**config.mk**
```make
export PLATFORM = sky130hd
export DESIGN_NAME = spike_readout
export DESIGN_NICKNAME = d
export VERILOG_FILES = /design/src/rtl/spike_readout.sv
export SDC_FILE = /design/constraint.sdc
export NUM_CORES = 1
export LEC_CHECK = 0
export ABC_AREA = 0
export BUFFER_PORTS_ARGS = -buffer_cell sky130_fd_sc_hd__buf_2
export CORE_ASPECT_RATIO = 1.5
export CORE_MARGIN = 10
export CORE_UTILIZATION = 45
export CTS_BUF_LIST = sky130_fd_sc_hd__clkbuf_4
export DETAILED_ROUTE_END_ITERATION = 8
export GPL_TIMING_DRIVEN = 0
export SLEW_MARGIN = 20
export SYNTH_ARGS = -nofsm -noshare
export SYNTH_HDL_FRONTEND = slang
export SYNTH_SLANG_ARGS = --single-unit
```
**constraint.sdc**
```tcl
create_clock -name clk -period 2.6 [get_ports clk]
set_clock_uncertainty 0.2 [all_clocks]
set_input_delay 0.52 -clock clk [delete_from_list [all_inputs] [get_ports clk]]
set_output_delay 0.52 -clock clk [all_outputs]
set_load 0.02 [all_outputs]
```
**src/rtl/spike_readout.sv**
```systemverilog
`default_nettype none
// ============================================================================
// Module   : spike_readout
// Purpose  : Counts spikes per neuron over an enabled-cycle window, scans for
//            the winner and offers it on a valid/ready handshake. Lateral
//            inhibition is built only with SPIKE_READOUT_LATERAL_INH_EN.
// Revision : 1.0 - initial release
// ============================================================================
module spike_readout #(
  parameter int N_NEURON = 4,
  parameter int IDX_W    = 2,
  parameter int CNT_W    = 8,
  parameter int T_WINDOW = 250
) (
  input  logic                clk,
  input  logic                rst,
  input  logic                en,
  input  logic                start,
  input  logic [N_NEURON-1:0] spikes,
  input  logic                result_ready,
  output logic                busy,
  output logic                result_valid,
  output logic [IDX_W-1:0]    winner_idx,
  output logic [CNT_W-1:0]    winner_cnt,
  output logic                tie,
  output logic                inh
);

  localparam logic [1:0]       c_idle     = 2'd0;
  localparam logic [1:0]       c_collect  = 2'd1;
  localparam logic [1:0]       c_scan     = 2'd2;
  localparam logic [1:0]       c_done     = 2'd3;
  localparam logic [15:0]      c_win_last = 16'(T_WINDOW - 1);
  localparam logic [IDX_W-1:0] c_idx_last = IDX_W'(N_NEURON - 1);
  localparam logic [CNT_W-1:0] c_cnt_max  = {CNT_W{1'b1}};

  logic [1:0]       r_state, w_next;
  logic [CNT_W-1:0] r_cnt [N_NEURON];
  logic [15:0]      r_win;
  logic [IDX_W-1:0] r_scan_idx, r_max_idx, w_max_idx, r_winner_idx;
  logic [CNT_W-1:0] r_max_cnt, w_max_cnt, w_cur, r_winner_cnt;
  logic             r_tie_run, w_tie_run, r_tie;
  logic             w_start_win, w_close, w_scan_last, w_busy, w_valid;

  assign w_start_win = (r_state == c_idle) && start;
  assign w_close     = (r_state == c_collect) && en && (r_win == c_win_last);
  assign w_scan_last = (r_state == c_scan) && (r_scan_idx == c_idx_last);

  always_ff @(posedge clk) begin
    if (rst) r_state <= c_idle;
    else     r_state <= w_next;
  end

  always_comb begin
    w_next = r_state;
    case (r_state)
      c_idle:    if (start)        w_next = c_collect;
      c_collect: if (w_close)      w_next = c_scan;
      c_scan:    if (w_scan_last)  w_next = c_done;
      c_done:    if (result_ready) w_next = c_idle;
      default:                     w_next = c_idle;
    endcase
  end

  always_comb begin
    w_busy  = (r_state != c_idle);
    w_valid = (r_state == c_done);
  end

  always_ff @(posedge clk) begin
    for (int i = 0; i < N_NEURON; i++) begin
      if (rst || w_start_win)
        r_cnt[i] <= '0;
      else if ((r_state == c_collect) && en && spikes[i] && (r_cnt[i] != c_cnt_max))
        r_cnt[i] <= r_cnt[i] + CNT_W'(1);
    end
  end

  always_ff @(posedge clk) begin
    if (rst || w_start_win)
      r_win <= '0;
    else if ((r_state == c_collect) && en)
      r_win <= r_win + 16'd1;
  end

  always_ff @(posedge clk) begin
    if (rst || (r_state != c_scan)) r_scan_idx <= '0;
    else                            r_scan_idx <= r_scan_idx + IDX_W'(1);
  end

  // Index 0 seeds the running max; later neurons displace it only when strictly greater.
  assign w_cur = r_cnt[r_scan_idx];
  always_comb begin
    w_max_idx = r_max_idx;
    w_max_cnt = r_max_cnt;
    w_tie_run = r_tie_run;
    if (r_scan_idx == '0) begin
      w_max_idx = '0;
      w_max_cnt = w_cur;
      w_tie_run = 1'b0;
    end else if (w_cur > r_max_cnt) begin
      w_max_idx = r_scan_idx;
      w_max_cnt = w_cur;
      w_tie_run = 1'b0;
    end else if ((w_cur == r_max_cnt) && (w_cur != '0)) begin
      w_tie_run = 1'b1;
    end
  end

  always_ff @(posedge clk) begin
    if (rst) begin
      r_max_idx <= '0;
      r_max_cnt <= '0;
      r_tie_run <= 1'b0;
    end else if (r_state == c_scan) begin
      r_max_idx <= w_max_idx;
      r_max_cnt <= w_max_cnt;
      r_tie_run <= w_tie_run;
    end
  end

  always_ff @(posedge clk) begin
    if (rst) begin
      r_winner_idx <= '0;
      r_winner_cnt <= '0;
      r_tie        <= 1'b0;
    end else if (w_scan_last) begin
      r_winner_idx <= w_max_idx;
      r_winner_cnt <= w_max_cnt;
      r_tie        <= w_tie_run;
    end
  end

`ifdef SPIKE_READOUT_LATERAL_INH_EN
  // No pulse after the closing cycle: the array is no longer being observed.
  logic r_inh;
  always_ff @(posedge clk) begin
    if (rst) r_inh <= 1'b0;
    else     r_inh <= (r_state == c_collect) && en && (|spikes) && !w_close;
  end
  assign inh = r_inh;
`else
  assign inh = 1'b0;
`endif

  assign busy         = w_busy;
  assign result_valid = w_valid;
  assign winner_idx   = r_winner_idx;
  assign winner_cnt   = r_winner_cnt;
  assign tie          = r_tie;

endmodule
`default_nettype wire

```
==> impl_table.tex <==
\begin{tabular}{lr}
\hline
Metric & Value \\
\hline
\multicolumn{2}{l}{\textbf{Place}} \\
\quad Placed inst area & 4230 um2 \\
\quad Number of I/O port buffers & 21 \\
\quad Setup slack at placement & -0.346 ns \\
\quad DP Wirelength & 6.27 mm \\
\quad Final estimated routing congestion in global placement & 0.825 \\
\multicolumn{2}{l}{\textbf{Synth}} \\
\quad Post-Syn Instances & 384 \\
\quad Async S/R FF share, synth & 0\% \\
\quad Top cell type by total area after synthesis & edfxtp\_1 \\
\quad Mapped Area & 3920 um2 \\
\quad Area share of the largest cell type after synthesis & 24.5\% \\
\quad Total number of yosys warnings & 0 \\
\quad Sequential cell area fraction in the yosys report & 46.0\% \\
\quad Seq cells post-synth & 74 \\
\quad Number of flops mapped to enable cells by yosys & 32 \\
\quad Flip-flop cell with the highest count after synthesis & dfxtp\_1 \\
\quad Count of distinct cell types in the synthesized netlist & 42 \\
\quad Mean post-synth cell area & 10.2 um2 \\
\quad Synthesized netlist net count & 414 \\
\quad Biggest area contributors in the synthesized netlist & edfxtp\_1, dfxtp\_1, ha\_1 \\
\multicolumn{2}{l}{\textbf{Final layout}} \\
\quad Post-synthesis to final-layout area growth & 15.9\% \\
\quad Final \#Nets & 461 \\
\quad Share of final-layout standard cells stronger than drive strength 1 & 19.5\% \\
\quad Area of all placed cells without fillers & 4540 um2 \\
\quad Antenna cells & 0 \\
\quad Count of filler cells inserted in the layout & 822 \\
\multicolumn{2}{l}{\textbf{Worst setup path}} \\
\quad Biggest cell delay along the critical path & 0.55 ns \\
\quad Worst EP required & 2.71 ns \\
\quad Critical setup path kind & reg -> reg \\
\quad Critical-path cell list & buf\_12 > mux4\_2 > ha\_4 > nor2b\_1 > o211ai\_1 > a211oi\_2 > or2\_1 > mux2i\_2 > o32ai\_1 \\
\quad Worst path arrival time & 3.05 ns \\
\quad Critical path endpoint category & flop \\
\quad Category of cells accounting for the largest share of critical-path delay & multiplexers \\
\quad Buffer and inverter count on the worst path & 1 \\
\quad Maximum fanout along the worst path & 5 \\
\quad Type of origin of the critical path & flop \\
\quad Slowest stage cell on the critical path & mux4\_2 \\
\multicolumn{2}{l}{\textbf{Floorplan}} \\
\quad Area enclosed by the die boundary & 12900 um2 \\
\quad Die Span Y & 134 um \\
\quad Placeable core region & 8460 um2 \\
\quad Number of top-level pins & 23 \\
\quad Core Rows & 41 \\
\quad Initial core utilization & 46.3\% \\
\quad Horiz. Die Dim & 96.2 um \\
\multicolumn{2}{l}{\textbf{CTS}} \\
\quad Worst skew pair latency & 0.44 ns \\
\quad Longest Clk Path Bufs & 2 \\
\quad Total of hold buffers inserted after clock tree synthesis & 0 \\
\quad Clock root buffer & clkbuf\_4 \\
\quad Clock tree from TritonCTS & yes \\
\quad Cts bufs inserted & 9 \\
\quad Clock Sink Count & 74 \\
\quad Clock transition at path regs & 0.12 ns \\
\quad H-tree Lvls & 3 \\
\multicolumn{2}{l}{\textbf{STA}} \\
\quad Ratio of final minimum period to clock period & 113\% \\
\quad Worst setup slack after layout & -0.340 ns \\
\quad Max Clock Freq & 340 MHz \\
\quad Final total negative setup slack & -6.41 ns \\
\quad Post-route worst hold slack & 0.302 ns \\
\quad Number of pins exceeding their max-slew limit in the final report & 0 \\
\quad RSZ-0062 raised after global routing & yes \\
\quad Hold violation total from the final report & 0 \\
\quad Final Setup Violations & 22 \\
\quad Relative slew slack & 53.6\% \\
\quad Transition at the pin with the smallest max-transition slack & 0.695 ns \\
\quad Final period demand of the worst path & 2.94 ns \\
\multicolumn{2}{l}{\textbf{Global route}} \\
\quad Residual overflow from global routing & 0 \\
\quad Pin count of the biggest net entering global routing & 12 \\
\quad Vias in the first global route & 2913 \\
\quad Overall track demand over capacity in global routing & 14.3\% \\
\quad First-pass GRT wire length & 14.3 mm \\
\quad Antenna violations before repair & 0 \\
\multicolumn{2}{l}{\textbf{Flow run}} \\
\quad Max-cap violations & 0 \\
\multicolumn{2}{l}{\textbf{Pwr}} \\
\quad Static leakage & 1.70 nW \\
\quad Power density relative to cell area & 751 nW/um2 \\
\quad Max IR drop VDD & 0.348 mV \\
\quad Post-route total power & 3.41 mW \\
\multicolumn{2}{l}{\textbf{Drt}} \\
\quad DRT iter0 DRCs & 135 \\
\quad Per-cell routed wire length & 16.1 um \\
\quad Number of DRC violations after detailed routing & 0 \\
\quad Detailed Route WL & 8.72 mm \\
\quad Number of antenna-violating nets in the routed design & 0 \\
\quad Routed via count divided by cell count & 5.40 \\
\quad First-pass iteration count of the detailed router & 4 \\
\quad Detailed-route via count & 2930 \\
\multicolumn{2}{l}{\textbf{Run status}} \\
\quad Violations in the final reports & negative setup slack \\
\quad Status & complete, but fails checks \\
\multicolumn{2}{l}{\textbf{Worst hold path}} \\
\quad HP Class & reg -> reg \\
\hline
\end{tabular}
what timing repair did:
| action | 4_1_cts | 5_1_grt |
|---|---|---|
| resized for setup | 10 | 9 |
| endpoints found under the setup margin | 22 | 62 |
| pin swaps | 5 | 8 |
| buffers inserted | 11 | 1 |
| cloned | 2 | 1 |
layout make-up:
cell class	instances	area [um2]	share of cell area (%)
buffer	14	85.1	1.87
clock buffer	12	90.1	1.98
clock inverter	4	42.5	0.936
inverter	19	71.3	1.57
multi-input combinational	277	2080	45.7
sequential	74	1810	39.7
tap	107	134	2.95
timing repair buffer	36	239	5.26
report_power, final:
part | leakage (nW) | internal [mW] | switching [mW]
clock | 0.0764 | 0.319 | 0.395
sequential | 0.689 | 1.39 | 0.183
combinational | 0.935 | 0.501 | 0.623
cells by family after synthesis:
group                      count (synthesis)  share of synthesized area [%]
and+or+nand+nor                          156                           19.6
DFF                                       74                           46.0
AOI/OAI and AO/OA                         37                           6.80
xor gates and xnor gates                  35                           7.82
buffers and inverters                     33                           3.61
muxes                                     27                           9.45
adders and majority gates                 21                           6.70
other                                      1                         0.0957
layer usage:
metal,GRT usage [%],vias up,wire length (um)
met3,3.69,15,307
met1,15.6,1402,3610
li1,-,1474,-
met5,0,-,0
met4,6.33,0,201
met2,25.0,39,4600
registers in the layout, summed over array words and instances (netlist names):
register    count
r_cnt          32
r_win          16
r_max_cnt       8
winner_cnt      8
r_max_idx       2
r_scan_idx      2
r_state         2
winner_idx      2
r_tie_run       1
tie             1
layout by cell type, fill, tap and decap left out, drive strengths merged, types with 13 or more instances in the layout:
| master | synthesis | routed |
|---|---|---|
| nand3 | 26 | 26 |
| ha | 21 | 21 |
| dfxtp | 42 | 42 |
| xor2 | 27 | 27 |
| mux2i | 19 | 19 |
| nand2 | 13 | 13 |
| clkbuf | 9 | 22 |
| nor2 | 68 | 68 |
| edfxtp | 32 | 32 |
| buf | 5 | 40 |
| inv | 19 | 19 |
cell usage after synthesis, types with 2 or more instances:
cell,n
nand2b_1,6
o32ai_1,2
buf_4,2
and2_1,3
ha_1,21
mux2i_1,19
nor2_1,68
xnor2_1,8
a21o_1,2
nand4_1,12
nand3b_1,3
edfxtp_1,32
or3_1,4
clkbuf_1,9
nor4_1,2
xor2_1,27
nand3_1,26
o31ai_1,2
a211oi_1,11
and3_1,9
mux4_2,8
dfxtp_1,42
inv_1,19
o211ai_1,2
buf_2,2
nor3_1,3
a21oi_1,8
and4_1,2
o21ai_0,4
o41ai_1,2
nand2_1,13
through the flow:
step / utilization [%] / instances
floorplan: - / 384
global placement: 49.9 / 512
detailed placement: 49.9 / 512
CTS: 52.9 / 541
global route: 53.7 / 543
finish: 53.7 / 543
tightest hold or removal path: stages, from the launching register on:
cell and delay, ns:
dfxtp_1 0.33, o21ai_0 0.07, a21oi_1 0.06
path summary, 6_finish.rpt:
check | start | endpoint | slack, ns | cells past startpoint
max reg2reg | r_scan_idx[1] | r_max_idx[1] | -0.34 | 9
min reg2reg | r_win[15] | r_win[15] | 0.30 | 2
min | r_win[15] | r_win[15] | 0.30 | 2
max | r_scan_idx[1] | r_max_idx[1] | -0.34 | 9
No activity file was read; power rests on OpenSTA's default activity.
